<file path="src/rtl/router_pkg.sv">
// router_pkg: shared defaults and channel state encoding for the sync router.
package router_pkg;
    localparam int DEF_NUM_CH  = 3;
    localparam int DEF_ADDR_W  = 2;
    localparam int DEF_TIMEOUT = 30;
    typedef enum logic [1:0] {CH_IDLE, CH_WAIT, CH_FLUSH} ch_state_t;
endpackage

</file>
<file path="src/rtl/router_sync_n_if.sv">
// router_sync_n_if: header/FIFO-side signals of the sync router; slave is the router.
interface router_sync_n_if
    import router_pkg::*;
#(
    parameter int NUM_CH = DEF_NUM_CH,
    parameter int ADDR_W = DEF_ADDR_W
);
    logic              detect_add;
    logic [ADDR_W-1:0] data_in;
    logic              write_enb_reg;
    logic [NUM_CH-1:0] full;
    logic [NUM_CH-1:0] empty;
    logic [NUM_CH-1:0] read_enb;
    logic [NUM_CH-1:0] write_enb;
    logic              fifo_full;
    logic [NUM_CH-1:0] vld_out;
    logic [NUM_CH-1:0] soft_reset;
    logic              addr_err;
    logic [ADDR_W-1:0] active_ch;
    modport master (
        output detect_add, data_in, write_enb_reg, full, empty, read_enb,
        input  write_enb, fifo_full, vld_out, soft_reset, addr_err, active_ch
    );
    modport slave (
        input  detect_add, data_in, write_enb_reg, full, empty, read_enb,
        output write_enb, fifo_full, vld_out, soft_reset, addr_err, active_ch
    );
endinterface

</file>
<file path="src/rtl/router_sync_timer.sv">
// router_sync_timer: per-channel unread-data watchdog issuing a one-cycle FIFO flush pulse.
module router_sync_timer
    import router_pkg::*;
#(
    parameter int TIMEOUT = DEF_TIMEOUT
) (
    input  logic clock,
    input  logic reset,
    input  logic vld,
    input  logic rd,
    output logic soft_reset
);
    localparam int CNT_W = $clog2(TIMEOUT);
    localparam logic [CNT_W-1:0] LAST = CNT_W'(TIMEOUT - 1);
    localparam logic [1:0] IDLE  = CH_IDLE;
    localparam logic [1:0] WAIT  = CH_WAIT;
    localparam logic [1:0] FLUSH = CH_FLUSH;

    if (TIMEOUT < 2 || TIMEOUT > 1023) begin : g_bad_timeout
        $error("router_sync_timer: TIMEOUT out of range");
    end

    logic [1:0]       state;
    logic [CNT_W-1:0] cnt;
    logic             waiting;

    assign waiting = vld & ~rd;

    // A read on the terminal-count edge wins: the WAIT branch leaves before the count test.
    always_ff @(posedge clock) begin
        soft_reset <= 1'b0;
        if (reset) begin
            state <= IDLE;
            cnt   <= '0;
        end else begin
            case (state)
                IDLE: if (waiting) begin
                    state <= WAIT;
                    cnt   <= CNT_W'(1);
                end
                WAIT: if (!waiting) begin
                    state <= IDLE;
                    cnt   <= '0;
                end else if (cnt == LAST) begin
                    state      <= FLUSH;
                    cnt        <= '0;
                    soft_reset <= 1'b1;
                end else begin
                    cnt <= cnt + 1'b1;
                end
                FLUSH: begin
                    cnt <= '0;
                    if (!vld || rd) state <= IDLE;
                end
                default: begin
                    state <= IDLE;
                    cnt   <= '0;
                end
            endcase
        end
    end
endmodule

</file>
<file path="src/rtl/router_sync_n.sv">
// router_sync_n: latches the header destination, steers FIFO writes and
// runs one watchdog per channel to flush stale FIFOs.
module router_sync_n
    import router_pkg::*;
#(
    parameter int NUM_CH  = DEF_NUM_CH,
    parameter int ADDR_W  = DEF_ADDR_W,
    parameter int TIMEOUT = DEF_TIMEOUT
) (
    input logic           clock,
    input logic           reset,
    router_sync_n_if.slave bus
);
    localparam logic [ADDR_W:0] LIMIT = (ADDR_W + 1)'(NUM_CH);

    if (NUM_CH < 2 || NUM_CH > 2 ** ADDR_W) begin : g_bad_num_ch
        $error("router_sync_n: NUM_CH out of range for ADDR_W");
    end

    logic              dest_ok;
    logic [NUM_CH-1:0] sr;

    assign dest_ok        = {1'b0, bus.active_ch} < LIMIT;
    assign bus.write_enb  = (bus.write_enb_reg && dest_ok) ? NUM_CH'(1'b1) << bus.active_ch : '0;
    assign bus.fifo_full  = dest_ok & bus.full[bus.active_ch];
    assign bus.vld_out    = ~bus.empty;
    assign bus.soft_reset = sr;

    always_ff @(posedge clock) begin
        if (reset) begin
            bus.active_ch <= '0;
            bus.addr_err  <= 1'b0;
        end else begin
            if (bus.detect_add) bus.active_ch <= bus.data_in;
            bus.addr_err <= bus.detect_add && ({1'b0, bus.data_in} >= LIMIT);
        end
    end

    for (genvar i = 0; i < NUM_CH; i++) begin : g_ch
        router_sync_timer #(.TIMEOUT(TIMEOUT)) u_timer (
            .clock      (clock),
            .reset      (reset),
            .vld        (bus.vld_out[i]),
            .rd         (bus.read_enb[i]),
            .soft_reset (sr[i])
        );
    end
endmodule

</file>
<file path="src/flat_wrapper.sv">
// flat-port wrapper written by rule: the top's interface ports become plain ports
module router_sync_n_flat import router_pkg::*;
#(
    parameter int NUM_CH  = DEF_NUM_CH,
    parameter int ADDR_W  = DEF_ADDR_W,
    parameter int TIMEOUT = DEF_TIMEOUT
)
  (clock, reset, bus_detect_add, bus_data_in, bus_write_enb_reg, bus_full, bus_empty, bus_read_enb, bus_write_enb, bus_fifo_full, bus_vld_out, bus_soft_reset, bus_addr_err, bus_active_ch);
  router_sync_n_if #(.NUM_CH(NUM_CH), .ADDR_W(ADDR_W)) bus_i ();
  input logic clock;
  input logic reset;
  input wire logic [$bits(bus_i.detect_add)-1:0] bus_detect_add;
  input wire logic [$bits(bus_i.data_in)-1:0] bus_data_in;
  input wire logic [$bits(bus_i.write_enb_reg)-1:0] bus_write_enb_reg;
  input wire logic [$bits(bus_i.full)-1:0] bus_full;
  input wire logic [$bits(bus_i.empty)-1:0] bus_empty;
  input wire logic [$bits(bus_i.read_enb)-1:0] bus_read_enb;
  output wire logic [$bits(bus_i.write_enb)-1:0] bus_write_enb;
  output wire logic [$bits(bus_i.fifo_full)-1:0] bus_fifo_full;
  output wire logic [$bits(bus_i.vld_out)-1:0] bus_vld_out;
  output wire logic [$bits(bus_i.soft_reset)-1:0] bus_soft_reset;
  output wire logic [$bits(bus_i.addr_err)-1:0] bus_addr_err;
  output wire logic [$bits(bus_i.active_ch)-1:0] bus_active_ch;
  assign bus_i.detect_add = bus_detect_add;
  assign bus_i.data_in = bus_data_in;
  assign bus_i.write_enb_reg = bus_write_enb_reg;
  assign bus_i.full = bus_full;
  assign bus_i.empty = bus_empty;
  assign bus_i.read_enb = bus_read_enb;
  assign bus_write_enb = bus_i.write_enb;
  assign bus_fifo_full = bus_i.fifo_full;
  assign bus_vld_out = bus_i.vld_out;
  assign bus_soft_reset = bus_i.soft_reset;
  assign bus_addr_err = bus_i.addr_err;
  assign bus_active_ch = bus_i.active_ch;
  router_sync_n #(.NUM_CH(NUM_CH), .ADDR_W(ADDR_W), .TIMEOUT(TIMEOUT)) u_core (.clock(clock), .reset(reset), .bus(bus_i));
endmodule
</file>
<file path="config.mk">
export PLATFORM = sky130hd
export DESIGN_NAME = router_sync_n_flat
export DESIGN_NICKNAME = d
export VERILOG_FILES = /design/src/rtl/router_pkg.sv /design/src/rtl/router_sync_n_if.sv /design/src/rtl/router_sync_timer.sv /design/src/rtl/router_sync_n.sv /design/src/flat_wrapper.sv
export SDC_FILE = /design/constraint.sdc
export NUM_CORES = 1
export LEC_CHECK = 0
export ABC_AREA = 1
export CAP_MARGIN = 25
export CORE_MARGIN = 2
export CORE_UTILIZATION = 35
export DETAILED_ROUTE_END_ITERATION = 12
export DONT_BUFFER_PORTS = 1
export PLACE_DENSITY = 0.54
export SLEW_MARGIN = 30
export SYNTH_ARGS = -nofsm -noshare
export SYNTH_HDL_FRONTEND = slang
export SYNTH_HIERARCHICAL = 1
export SYNTH_SLANG_ARGS = --single-unit
</file>
<file path="constraint.sdc">
create_clock -name clock -period 1.6 [get_ports clock]
set_input_delay 0.16 -clock clock [delete_from_list [all_inputs] [get_ports clock]]
set_output_delay 0.16 -clock clock [all_outputs]
set_load 0.05 [all_outputs]
</file>
# Yosys cells after proc, flatten, opt, wreduce, memory -nomap -nowiden
# Cells that the tools add are included.
classes:
  addsub: 3
  n_bitwise: 14
  multipliers: 0
  muxes: 33
  eq_ne: 18
  n_shift: 1
  n_lt_le_gt_ge: 3
  n_reduce_logical: 17
  n_div: 0
ops:
  columns: ["op", "count"]
  rows:
  - ["$mux W5", 9]
  - ["$pmux W5 S2", 3]
  - ["$mux W2", 12]
  - ["$pmux W2 S3", 3]
  - ["$add A5 B1 Y5 const B", 3]
  - ["$eq A5 B5 Y1 const B", 3]
  - ["$ne A2 B2 Y1 const B", 6]
  - ["$ne A3 B3 Y1 const B", 3]
  - ["$not A1 Y1", 9]
  - ["$reduce_and A3 Y1", 3]
  - ["$reduce_or A3 Y1", 3]
  - ["$eq A2 B1 Y1 const B", 3]
  - ["$eq A2 B2 Y1 const B", 3]
  - ["$logic_not A2 Y1", 3]
  - ["$and A1 B1 Y1", 4]
  - ["$mux W1", 4]
  - ["$logic_not A1 Y1", 3]
  - ["$logic_or A1 B1 Y1", 3]
  - ["$lt A2 B3 Y1 const B", 1]
  - ["$mux W3", 1]
  - ["$not A3 Y3", 1]
  - ["$shl A1 B2 Y3 const A", 1]
  - ["$bmux W1 S2", 1]
  - ["$ge A2 B2 Y1 const B", 1]
  - ["2 further kinds", 3]
totals:
  mem_bits_rw: 0
  elab_cells: 100
  inputBits: 15
  latch_bits: 0
  output_inout_bits: 13
  mem_count: 0
  register_bits: 27
  mem_bits_ro: 0

# Longest topological paths before layout
depth:
  ltp_word: 5
  depth_mapped: 7
  ltp_nobuf: 7

# Cells and area by module
# The synthesis kept the hierarchy.
by_module_without_submodules:
  columns: ["module", "area_per_inst_um2", "seq_area_each_um2", "instances", "cells_each"]
  rows:
  - ["router_sync_timer", 499.2, 160.2, 3, 60]
  - ["router_sync_n", 153.9, 60.1, 1, 24]

# Worst setup path before layout
# No wires, ideal clock.
synth_timing:
  path_type: "register to output"
  from: "register u_core.bus.active_ch[0]"
  to: "output bus_write_enb[1]"
  t_arrival_ns: 1.932
  stages_incl_launch_ff: 3
  slack_ns: -0.492
  n_path_buf: 0
  required_time_ns: 1.440
  cell_sequence: "dfxtp_1 > inv_1 > nor3_1"
synth_via:
  elab_chain_cells: 3
  elab_cells_between_ends: 4
  classes_between: "order compare: 1; shift: 1; mux: 1; reduce/logical: 1"
synth_lines:
  columns: ["element", "line_no", "source"]
  rows:
  - ["from (decl)", "router_sync_n_if.sv:26", "output write_enb, fifo_full, vld_out, soft_reset, addr_err, active_ch"]
  - ["from (signal assigned)", "router_sync_n.sv:34", "if (bus.detect_add) bus.active_ch <= bus.data_in;"]
  - ["$lt A2 B2 Y1", "router_sync_n.sv:23", "assign dest_ok = {1'b0, bus.active_ch} < LIMIT;"]
  - ["$logic_and A1 B1 Y1", "router_sync_n.sv:24", "assign bus.write_enb = (bus.write_enb_reg && dest_ok) ? NUM_CH'(1'b1) << bus.active_ch : '0;"]
  - ["$mux W3 *", "router_sync_n.sv:24", null]
  - ["to (decl)", "flat_wrapper.sv:18", "output wire logic [$bits(bus_i.write_enb)-1:0] bus_write_enb;"]
# Mark *: on every way between the ends. The rest lies on a longest branch, timed or not.

# Worst setup path after layout
layout_timing:
  from: "register u_core.bus.active_ch[0]"
  to: "output bus_write_enb[0]"
# The elaborated chain is that of the path after synthesis.

==> reports/summary.md <==
The flow ran to the end, and the final reports show no timing, DRC or antenna violations. Met2 track demand over resource: 0.219. The number of antenna violations at the first check in global routing came out at 0. The tools report the number of hold violations in the final report as 0. The global routing stage identified its most utilized layer as met2. Setup violations remaining at the end of the flow were counted as 0. The finished layout holds 267 standard cells, fillers aside. The worst hold path class is primary input to flip-flop. Timing analysis after detailed placement gives a worst setup slack of 374 ps. The tools report the net count after synthesis as 225. The floorplan step defined a die boundary enclosing 5280 µm². The cell with the largest stage delay on the worst path is dfxtp_1.

The logs give 0.0304 for the met3 layer usage reported by global route and 1.28 mW for the total power draw. The count of buffering cells on the critical path with inverters included is 2. For the number of standard cells after synthesis, the log shows 204.

Across the routed clock network, the largest skew measured is 6.17 ps. Leaving out fill and tap cells, the most frequent cell in the layout is nand2_1. The tools report the later-pin clock latency in the skew report as 270 ps. The first global-routing pass estimated 5340 µm of wire.

The total global routing track utilization was 0.130; the transition time at the pin with the least slew margin was 522 ps. The total area inside the core boundary comes to 4440 µm². For this run, the detailed router's first-pass iteration total came to 4.

For this run, design rule violations remaining after detail routing come to 0. For the net count of the finished layout, the log shows 237. By area the synthesized netlist is led by dfxtp_1 33%, a21oi_2 8.0%, nand2_1 7.0%. The design internal power is 0.923 mW, and the max-slew violation count is 0.

Worst-case headroom to the max-slew limit: 0.652. For this run, the top clock speed supported by timing is 0.742 GHz. The hold-critical path depth works out to 2. The capture endpoint of the worst hold path was u_core/bus.addr_err$_SDFF_PP0_.

Counting every sink on the clock net gives 27. Category of the worst setup path capture point: an output pin. The worst setup path is of the flip-flop to output pin kind.

The register share of total power came out at 0.550. Initial detailed-routing violation count: 51. The buffer cell driving the clock tree root was clkbuf_8.

The max-cap check violation count came out at 0. Buffers placed on the I/O ports in this run total 0. Switching power as a share of total power: 0.278. After synthesis the netlist holds a flip-flop and latch count of 27.

In this run the count of I/O pins placed on the die edge is 28. TritonCTS created 3 clock buffers. The worst register-to-register path has a setup slack of 360 ps. After synthesis the cells add up to 1650 µm².

Reg-to-reg critical path endpoint: u_core/g_ch[0].u_timer/cnt[4]$_SDFFE_PP0P_. The most frequent cell on the critical path was buf_4. The largest fanout on the critical path came out at 4. The portion of the clock cycle consumed by the worst path in the final layout is 0.843, and the largest voltage drop on the vdd net is 0.000304 V.

After detailed routing, the total wire length is 2950 µm. Measured along the y axis, the die boundary spans 72.7 µm. The proportion of netlist area held by the largest area contributor is 0.327. Row generation in the floorplan step produced 24 rows.

Data on the critical path arrives at its endpoint at 1190 ps. The wire-length estimate of the detail-placed layout is 2250 µm. Overall die width: 72.7 µm. Traced cell by cell, the critical path runs through buf_4 -> nor3_2 -> buf_4. Power density over cell area: 692 nW/µm².

Setup total negative slack on the finished layout was measured at 0 ps. The portion of total power attributed to the clock network is 0.298. The worst hold path begins at bus_data_in[1].

The synthesized netlist contains 23 unique library cells. Dividing the detail-routed wire length by the instance count gives 11.0 µm. The fraction of power consumed by combinational cells came out at 0.152. Averaged over all synthesized cells, the footprint is 8.10 µm². Data on the critical path is required at its endpoint by 1440 ps. The tools report the via count of the first global-routing pass as 1,223. Layout cell share with drive strength beyond 1: 0.395. In this run the worst setup path begins at u_core/bus.active_ch[0]$_SDFFE_PP0P_.

Detailed routing inserted a total of 1,258 vias. The logs give 25 for the maximum number of pins on one net before global-route repair and 0 for the final global-route overflow total. Cell type with the highest aggregate area in the netlist: dfxtp_1. The largest stage delay on the critical path works out to 350 ps. Leaving out fill and tap cells, the most frequent cells in the layout are 31 x nand2_1, 28 x inv_1, 27 x dfxtp_1, 15 x a21oi_2. The worst register-to-register path begins at u_core/g_ch[0].u_timer/cnt[1]$_SDFFE_PP0P_. The area added between synthesis and finish came out at 12.0%. No sink is reached through more buffers than the 2 on the longest clock path. The worst setup path is launched from a flip-flop. The logs give 0.720 nW for the static leakage and 0 for the count of antenna diodes in the layout. The remaining number of nets flagged by the antenna check after routing came out at 0. For the sequential fraction of the synthesis area, the log shows 0.327. The count of placed standard cells including taps was 262; the count of synthesis-stage warnings from yosys was 6. Routability-driven placement finished with a final weighted congestion of 0.749. The worst register-to-register path has a depth of 7.

After detailed routing, the number of vias per cell comes to 4.71. Counting the fill cells in the layout gives 444. The effective utilization at floorplan is 0.372, and the clock-pin slew on the worst setup and hold paths is 90 ps. Setup repair after global routing left no endpoint under its margin.

TritonCTS built the clock tree. The analysis attributes to net switching a power of 0.356 mW. The clock period could shrink to 1350 ps. Setup slack on the critical path of the routed design comes to 252 ps. The cell type group with the largest total delay on the critical path was buffers and inverters. The run gives 1 as the number of H-tree levels. For the fraction of met1 tracks used by global routing, the log shows 0.161.
[per-layer routing]
layer,up-vias,part of all wire
li1,668,-
met1,568,0.48
met2,20,0.48
met3,2,0.036
met4,0,0.0098
met5,-,0
[synth_stat cells (all sizes together)]
| library cell | instances |
|---|---|
| o21bai | 3 |
| inv | 40 |
| dfxtp | 27 |
| nor3 | 6 |
| ha | 6 |
| buf | 3 |
| o31ai | 3 |
| nor2 | 21 |
| nand2 | 46 |
| nor3b | 1 |
| nand3 | 16 |
| a21oi | 20 |
| o21ai | 6 |
| nand4 | 6 |
[stage by stage]
| step | instance area [µm²] | hold slack (ps) | utilization |
|---|---|---|---|
| after detailed placement | 1780 | 227 | 0.401 |
| after floorplan | 1670 | 229 | - |
| after CTS | 1850 | 30.1 | 0.416 |
| after global routing | 1850 | 23.5 | 0.416 |
| final | 1850 | 42.6 | 0.416 |
| after global placement | 1780 | 225 | 0.401 |
[logic make-up after synthesis]
logic type | after synthesis | synth area share
AOI/OAI and AO/OA | 32 | 0.156
DFF | 27 | 0.327
and+or+nand+nor | 96 | 0.371
buffers and inverters | 43 | 0.100
adders and majority gates | 6 | 0.0455
[state kept, by name, indices dropped and copies added (netlist names)]
name                            cells
u_core/bus.addr_err                 1
u_core/g_ch.u_timer/state           6
u_core/g_ch.u_timer/cnt            15
u_core/g_ch.u_timer/soft_reset      3
u_core/bus.active_ch                2
[how the worst max path moves through the flow]
stage / end / slack, ps / cells after the start
final: bus_write_enb[0] / 250 / 3
after detailed placement: u_core/g_ch[0].u_timer/cnt[4]$_SDFFE_PP0P_ / 370 / 7
after global routing: bus_fifo_full / 190 / 4
after floorplan: bus_write_enb[1] / -110 / 2
after global placement: u_core/g_ch[0].u_timer/cnt[4]$_SDFFE_PP0P_ / 370 / 7
after CTS: bus_write_enb[0] / 230 / 3
[layout make-up]
type	instances	area, µm²	area share
clock buffer	4	45.0	0.0244
inverter	40	150	0.0812
multi-input combinational	134	961	0.520
sequential	27	541	0.292
tap	52	65.1	0.0352
timing repair buffer	10	87.6	0.0474
[power groups by stage]
| stage | Clock [mW] | Sequential [mW] | Combinational, mW |
|---|---|---|---|
| 3_3_place_gp | 0 | 0.719 | 0.177 |
| 6_report | 0.382 | 0.703 | 0.194 |
| 3_5_place_dp | 0 | 0.719 | 0.178 |
| 5_1_grt | 0.443 | 0.707 | 0.213 |
| 4_1_cts | 0.406 | 0.704 | 0.197 |
| 2_1_floorplan | 0 | 0.727 | 0.144 |
[what timing repair did]
item / 4_1_cts / 5_1_grt
hold buffers: 1 / 0
endpoints found under the setup margin: 0 / 0
gates resized for setup: 0 / 0
endpoints found under the hold margin: 24 / 0
buffers inserted: 0 / 0
Note: power is estimated with default switching activity, not from simulation.
